==> config.mk <==
export PLATFORM = sky130hd
export DESIGN_NAME = control_sequencer
export DESIGN_NICKNAME = d
export VERILOG_FILES = /design/src/rtl/control_sequencer.sv
export SDC_FILE = /design/constraint.sdc
export NUM_CORES = 1
export LEC_CHECK = 0
export BUFFER_PORTS_ARGS = -buffer_cell sky130_fd_sc_hd__buf_2
export CAP_MARGIN = 20
export CORE_MARGIN = 2
export CORE_UTILIZATION = 35
export CTS_CLUSTER_SIZE = 30
export DETAILED_ROUTE_END_ITERATION = 8
export PLACE_DENSITY = 0.89
export SYNTH_ARGS = -nofsm -noshare
export SYNTH_HDL_FRONTEND = slang
export SYNTH_SLANG_ARGS = --single-unit
==> constraint.sdc <==
create_clock -name i_clock -period 1.7 [get_ports i_clock]
set_clock_uncertainty 0.15 [all_clocks]
set_input_delay 0 -clock i_clock [delete_from_list [all_inputs] [get_ports i_clock]]
set_output_delay 0 -clock i_clock [all_outputs]
set_load 0.02 [all_outputs]
==> src/rtl/control_sequencer.sv <==
// Hardwired control sequencer: fetch/decode/execute FSM producing Moore datapath strobes
// from the current state and IR, with single-step support and a sticky HALT state.
module control_sequencer #(
  parameter int DATA_WIDTH   = 32,
  parameter int REG_COUNT    = 16,
  parameter int OPCODE_WIDTH = 5
) (
  input  logic                    i_clock,
  input  logic                    i_clear,
  input  logic                    i_run,
  input  logic                    i_step,
  input  logic                    i_mem_ready,
  input  logic [DATA_WIDTH-1:0]   i_ir,
  output logic                    o_pc_out,
  output logic                    o_zlow_out,
  output logic                    o_zhigh_out,
  output logic                    o_mdr_out,
  output logic                    o_mar_in,
  output logic                    o_z_in,
  output logic                    o_pc_in,
  output logic                    o_mdr_in,
  output logic                    o_ir_in,
  output logic                    o_y_in,
  output logic                    o_inc_pc,
  output logic                    o_read,
  output logic                    o_lo_in,
  output logic                    o_hi_in,
  output logic [REG_COUNT-1:0]    o_rin,
  output logic [REG_COUNT-1:0]    o_rout,
  output logic [OPCODE_WIDTH-1:0] o_alu_op,
  output logic                    o_done,
  output logic                    o_illegal,
  output logic                    o_halted,
  output logic [3:0]              o_state
);

  localparam int RW = $clog2(REG_COUNT);
  localparam int FIELD_LSB = DATA_WIDTH - OPCODE_WIDTH - 3*RW;

  localparam logic [OPCODE_WIDTH-1:0] OP_ADD  = OPCODE_WIDTH'(5'b00011);
  localparam logic [OPCODE_WIDTH-1:0] OP_SUB  = OPCODE_WIDTH'(5'b00100);
  localparam logic [OPCODE_WIDTH-1:0] OP_AND  = OPCODE_WIDTH'(5'b00101);
  localparam logic [OPCODE_WIDTH-1:0] OP_OR   = OPCODE_WIDTH'(5'b00110);
  localparam logic [OPCODE_WIDTH-1:0] OP_SHR  = OPCODE_WIDTH'(5'b00111);
  localparam logic [OPCODE_WIDTH-1:0] OP_SHL  = OPCODE_WIDTH'(5'b01001);
  localparam logic [OPCODE_WIDTH-1:0] OP_MUL  = OPCODE_WIDTH'(5'b01111);
  localparam logic [OPCODE_WIDTH-1:0] OP_HALT = OPCODE_WIDTH'(5'b11011);

  typedef enum logic [3:0] {
    S_IDLE = 4'd0,
    S_T0   = 4'd1,
    S_T1   = 4'd2,
    S_T2   = 4'd3,
    S_T3   = 4'd4,
    S_T4   = 4'd5,
    S_T5   = 4'd6,
    S_T6   = 4'd7,
    S_HALT = 4'd8
  } state_t;

  state_t                  r_state;
  state_t                  w_next;
  state_t                  w_eoi;
  logic [OPCODE_WIDTH-1:0] w_op;
  logic [RW-1:0]           w_ra;
  logic [RW-1:0]           w_rb;
  logic [RW-1:0]           w_rc;
  logic                    w_alu_op;
  logic                    w_is_mul;

  assign w_op = i_ir[DATA_WIDTH-1 -: OPCODE_WIDTH];
  assign w_ra = i_ir[DATA_WIDTH-OPCODE_WIDTH-1 -: RW];
  assign w_rb = i_ir[DATA_WIDTH-OPCODE_WIDTH-RW-1 -: RW];
  assign w_rc = i_ir[DATA_WIDTH-OPCODE_WIDTH-2*RW-1 -: RW];

  generate
    if (FIELD_LSB > 0) begin : g_spare
      logic w_unused_ir;
      assign w_unused_ir = ^i_ir[FIELD_LSB-1:0];
    end
  endgenerate

  assign w_is_mul = (w_op == OP_MUL);
  assign w_alu_op = (w_op == OP_ADD) || (w_op == OP_SUB) || (w_op == OP_AND) ||
                    (w_op == OP_OR)  || (w_op == OP_SHR) || (w_op == OP_SHL) || w_is_mul;
  assign w_eoi    = (i_run && !i_step) ? S_T0 : S_IDLE;
  assign o_state  = r_state;

  always_ff @(posedge i_clock or posedge i_clear) begin
    if (i_clear) r_state <= S_IDLE;
    else         r_state <= w_next;
  end

  // Every output is decoded from r_state, so clear forces them low with no clock.
  always_comb begin
    w_next      = r_state;
    o_pc_out    = 1'b0;
    o_zlow_out  = 1'b0;
    o_zhigh_out = 1'b0;
    o_mdr_out   = 1'b0;
    o_mar_in    = 1'b0;
    o_z_in      = 1'b0;
    o_pc_in     = 1'b0;
    o_mdr_in    = 1'b0;
    o_ir_in     = 1'b0;
    o_y_in      = 1'b0;
    o_inc_pc    = 1'b0;
    o_read      = 1'b0;
    o_lo_in     = 1'b0;
    o_hi_in     = 1'b0;
    o_rin       = '0;
    o_rout      = '0;
    o_alu_op    = '0;
    o_done      = 1'b0;
    o_illegal   = 1'b0;
    o_halted    = 1'b0;
    case (r_state)
      S_IDLE: w_next = i_run ? S_T0 : S_IDLE;
      S_T0: begin
        o_pc_out = 1'b1;
        o_mar_in = 1'b1;
        o_inc_pc = 1'b1;
        o_z_in   = 1'b1;
        w_next   = S_T1;
      end
      S_T1: begin
        o_zlow_out = 1'b1;
        o_pc_in    = 1'b1;
        o_read     = 1'b1;
        o_mdr_in   = 1'b1;
        w_next     = i_mem_ready ? S_T2 : S_T1;
      end
      S_T2: begin
        o_mdr_out = 1'b1;
        o_ir_in   = 1'b1;
        w_next    = S_T3;
      end
      S_T3: begin
        if (w_alu_op) begin
          o_rout = REG_COUNT'(1) << w_rb;
          o_y_in = 1'b1;
          w_next = S_T4;
        end else if (w_op == OP_HALT) begin
          w_next = S_HALT;
        end else begin
          o_illegal = 1'b1;
          o_done    = 1'b1;
          w_next    = w_eoi;
        end
      end
      S_T4: begin
        o_rout   = REG_COUNT'(1) << w_rc;
        o_z_in   = 1'b1;
        o_alu_op = w_op;
        w_next   = S_T5;
      end
      S_T5: begin
        o_zlow_out = 1'b1;
        if (w_is_mul) begin
          o_lo_in = 1'b1;
          w_next  = S_T6;
        end else begin
          o_rin  = REG_COUNT'(1) << w_ra;
          o_done = 1'b1;
          w_next = w_eoi;
        end
      end
      S_T6: begin
        o_zhigh_out = 1'b1;
        o_hi_in     = 1'b1;
        o_done      = 1'b1;
        w_next      = w_eoi;
      end
      S_HALT: begin
        o_halted = 1'b1;
        w_next   = S_HALT;
      end
      default: w_next = S_IDLE;
    endcase
  end

endmodule
After elaboration in Yosys (flattened, before gate mapping). Cells that the tools add are included.

Register bits after elaboration: 4. Input port bits: 37. Output and inout bits: 58. Logic and storage cells: 59.

Equality and inequality tests: 16. Shift operators: 3. Muxes and demuxes: 28. Reduce and logical (&&, ||, !) cells: 11.

Operators with widths (number): $mux 16 (3); $shl 1x4->16 const A (3); $pmux 4 s9 (1); $pmux 16 s2 (1); $eq 5x3->1 const B (4); $mux 1 (18); $eq 4x3->1 const B (4); $eq 5x4->1 const B (2); $eq 4x2->1 const B (2); $mux 4 (2); $logic_or 1x1->1 (6); $eq 5x2->1 const B (1); $eq 5x5->1 const B (1); $mux 5 (1); $eq 4x1->1 const B (1); $eq 4x4->1 const B (1); $logic_not 4->1 (1); $reduce_or 2->1 (2); $mux 3 (1); $pmux 1 s3 (1); $logic_and 1x1->1 (1); $logic_not 1->1 (1).

Depth between registers and ports, before layout.
Depth after elaboration: 9. Depth in mapped cells: 5. Gate-level depth less buffers: 4.

Worst setup path before layout. OpenSTA, ideal clock, no wires.

Kind: register -> register. From: register r_state[1], in the netlist o_state[1]. To: register r_state[3], in the netlist o_state[3]. Library setup time: 0.074 ns. Arrival: 1.715 ns. Data required time: 1.476 ns. Setup slack: -0.238 ns. Stages on the path, launching flop included: 4. Buffers on the path: 1. Period minus slack after synthesis: 1.938 ns. Cell sequence: dfrtp_1 -> buf_2 -> nor4b_1 -> a41o_1.

Word-level cells in the longest chain between the ends: 2. Elaborated cells between the ends (all ways): 10. Those cells by class: eq/ne (8); mux (1); reduce/logical (1).

RTL lines: start: declaration (line 61) `state_t r_state;`; start signal: assignment (line 91) `else r_state <= w_next;`; $eq 4x4->1 (tied with other cells) (line 117) `case (r_state)`; $pmux 4 s9 (*) (line 117); via w_next[3] (line 62) `state_t w_next;`.

Mark *: on every way through the listed nets, which the timed path passes. The rest lies on a longest branch.

Worst setup path after layout.
From: register r_state[3], in the netlist o_state[3]. To: output o_rin[0].

Word-level cells in the longest chain between the ends: 2.

RTL lines: $eq 4x3->1 (line 117); $mux 16 (line 117); end: declaration (line 28) `output logic [REG_COUNT-1:0] o_rin,`.

Every way passes these cells.

==> metrics.cfg <==
[logic_synthesis]
netlist.area_leader.share = 0.1013
yosys.area.top_type = dfrtp_1
synthXorXnorAreaFrac = 0
synth_seq_cells = 4
syn_inst = 160
synth_area_um2 = 988.4
synth_nets = 197
synthSimpleGateAreaFrac = 0.6063
syn_area_per_cell_um2 = 6.178
synth_top_family_by_area = simple AND/OR/NAND/NOR gates
yosysWarningCount = 0
yosysSeqAreaShare = 0.1013
synth_compound_area_frac = 0.1646
synth.mux.area_fraction = 0.02025
synth-adder-area-share = 0
synth_area_leaders = dfrtp_1 10%, nand2_1 9.5%, o21ai_0 9.1%
ys_types = 30

[routing]
dr.pass1.iters = 4
vias_per_cell = 5.747
drc = 0
wire_per_inst_um = 16.28
antenna_left = 0
first_iter_violations = 96
finalWirelength_um = 4688
vias = 1655

[status]
violations = negative setup slack
status = finished, violations left

[clock_network]
clk_latency_ns = 0.24
cts_max_path_buffers = 2
cts_made_buffers = 3
htreeDepth = 1
cts_tree = yes
cts-root-buf = clkbuf_4
numClockSinks = 4
path_clk_slew_ns = 0.04

[global_routing]
grt_pass1_wl_um = 6699
gr-total-overflow = 0
grt_max_degree = 18
grt_pass1_vias = 1479
grtUsageTotal = 0.2593
grt_antenna_before_repair = 0

[timing]
setup_violations = 41
period_share = 1.146
slew_headroom = 0.7023
final_hold_viol_count = 0
fmax_mhz = 513.3
whs_ns = 0.02427
grt_setup_unrepaired = true
worst_pin_slew_ns = 0.4446
slew_violations = 0
fin_crit_ns = 1.948
postLayoutSetupSlackWorst_ns = -0.2484

[critical_path]
cp_cell_sequence = nand4bb_4, o21bai_4, or3_4, nor3_4, buf_6
path_max_fanout = 4
critical_path.slowest_cell = dfrtp_1
end_kind = output port
cp.arrival_ns = 1.80
startpoint_type = flip-flop
required_ns = 1.55
crit_type = reg -> out
cp_slowest_stage_delay_ns = 0.42

[placed_design]
port_buffers = 79
dp_slack_ns = -0.07105
dp_cells = 276
dpl.hpwl_um = 2676
gp_congestion = 0.8634

[layout]
diodes = 0
multi_input_area_um2 = 1091
seqCellArea_um2 = 103.9
finalNetCount = 296
layout_common_cells = 40 x buf_2, 35 x buf_6, 25 x buf_4
fin_cells = 288
final_core_util = 0.7853
area_growth_pct = 115.3
layout_commonest_cell = buf_2
largest_reg_flops = 4
drive_gt1_frac = 0.6459
nFillCells = 168

[floorplanning]
ios = 95
row_count = 19
die_area_um2 = 3265
core_um2 = 2710
die_w_um = 57.14
die_y_um = 57.14
start_util = 0.3647

[hold_path]
hold_path_class = in -> reg

[power_and_ir_drop]
powerDensity_nw_per_um2 = 820.2
peakVddDrop_mv = 1.021
total_power_mw = 1.746
power_leakage_nw = 0.9568

[flow_run]
maxCapViolCount = 0

-- cell usage after synthesis --
| library cell | number |
|---|---|
| nor3_2 | 1 |
| buf_4 | 6 |
| or3_4 | 4 |
| and2_1 | 4 |
| buf_2 | 4 |
| nand4bb_4 | 1 |
| buf_6 | 1 |
| o21ai_0 | 18 |
| dfrtp_1 | 4 |
| nor2_1 | 24 |
| nand4bb_1 | 2 |
| nor4_1 | 2 |
| a21oi_1 | 2 |
| nor3_1 | 10 |
| nand2_1 | 25 |
| mux2i_1 | 2 |
| nand2b_1 | 8 |
| inv_1 | 8 |
| and4bb_2 | 1 |
| a311oi_1 | 1 |
| nand3_1 | 13 |
| a41o_1 | 1 |
| o211ai_1 | 1 |
| nor2b_1 | 8 |
| nor4b_1 | 1 |
| nand4_1 | 1 |
| o21bai_4 | 1 |
| and3_1 | 3 |
| nand3b_2 | 1 |
| o311ai_0 | 2 |
-- logic make-up after synthesis --
group / Yosys count
AND/OR/NAND/NOR: 109
AO/OA/AOI/OAI: 26
buffers and inverters: 19
multiplexers: 2
flip-flops: 4
-- critical path: cells and delay by family, from the launching register on --
family	cells	cell delay, ns
compound gates	1	0.19
buf+inv	1	0.14
flops	1	0.42
simple gates	3	0.80
-- metal layers --
| metal | share of wire | vias to the layer above | track usage |
|---|---|---|---|
| met4 | 0.044 | 0 | 0.1262 |
| met5 | 0 | - | 0 |
| met1 | 0.33 | 749 | 0.2851 |
| li1 | - | 757 | - |
| met2 | 0.55 | 120 | 0.4877 |
| met3 | 0.074 | 29 | 0.02948 |
-- stage by stage --
step	cell area (um^2)	setup TNS (ns)
after floorplan	1135	-0.9656
after global placement	1633	0
after detailed placement	1633	-0.07105
after CTS	1956	-5.530
after global routing	2128	-8.404
final	2128	-6.485
-- timing repair --
action | in CTS | in global routing
buffers inserted | 6 | 2
pin swaps | 9 | 14
setup endpoints to repair | 38 | 42
hold endpoints to repair | 7 | 0
gates resized for setup | 71 | 54
hold buffers | 4 | 0
-- report_power, final --
group / leakage (nW) / internal [mW] / switching, mW
clock: 0.0138 / 0.0797 / 0.0490
combinational: 0.895 / 0.609 / 0.795
sequential: 0.0483 / 0.137 / 0.0753
-- cell type report --
| class | instances | area share |
|---|---|---|
| clock buffer | 3 | 0.01058 |
| inverter | 8 | 0.01411 |
| multi-input combinational | 137 | 0.5126 |
| sequential | 4 | 0.04880 |
| tap | 31 | 0.01822 |
| timing repair buffer | 105 | 0.3957 |
-- worst paths after layout --
kind	from	to	slack (ns)	depth (start not counted)
setup reg to reg	o_state[1]	o_state[0]	-0.08	6
setup / recovery	o_state[3]	o_rin[0]	-0.25	5
hold reg to reg	o_state[3]	o_state[2]	0.48	2
hold / removal	i_ir[29]	o_state[3]	0.02	3
min in group asynchronous	i_clear	o_state[2]	0.10	3
max in group asynchronous	i_clear	o_state[1]	1.13	3
No activity file was read; power rests on OpenSTA's default activity.
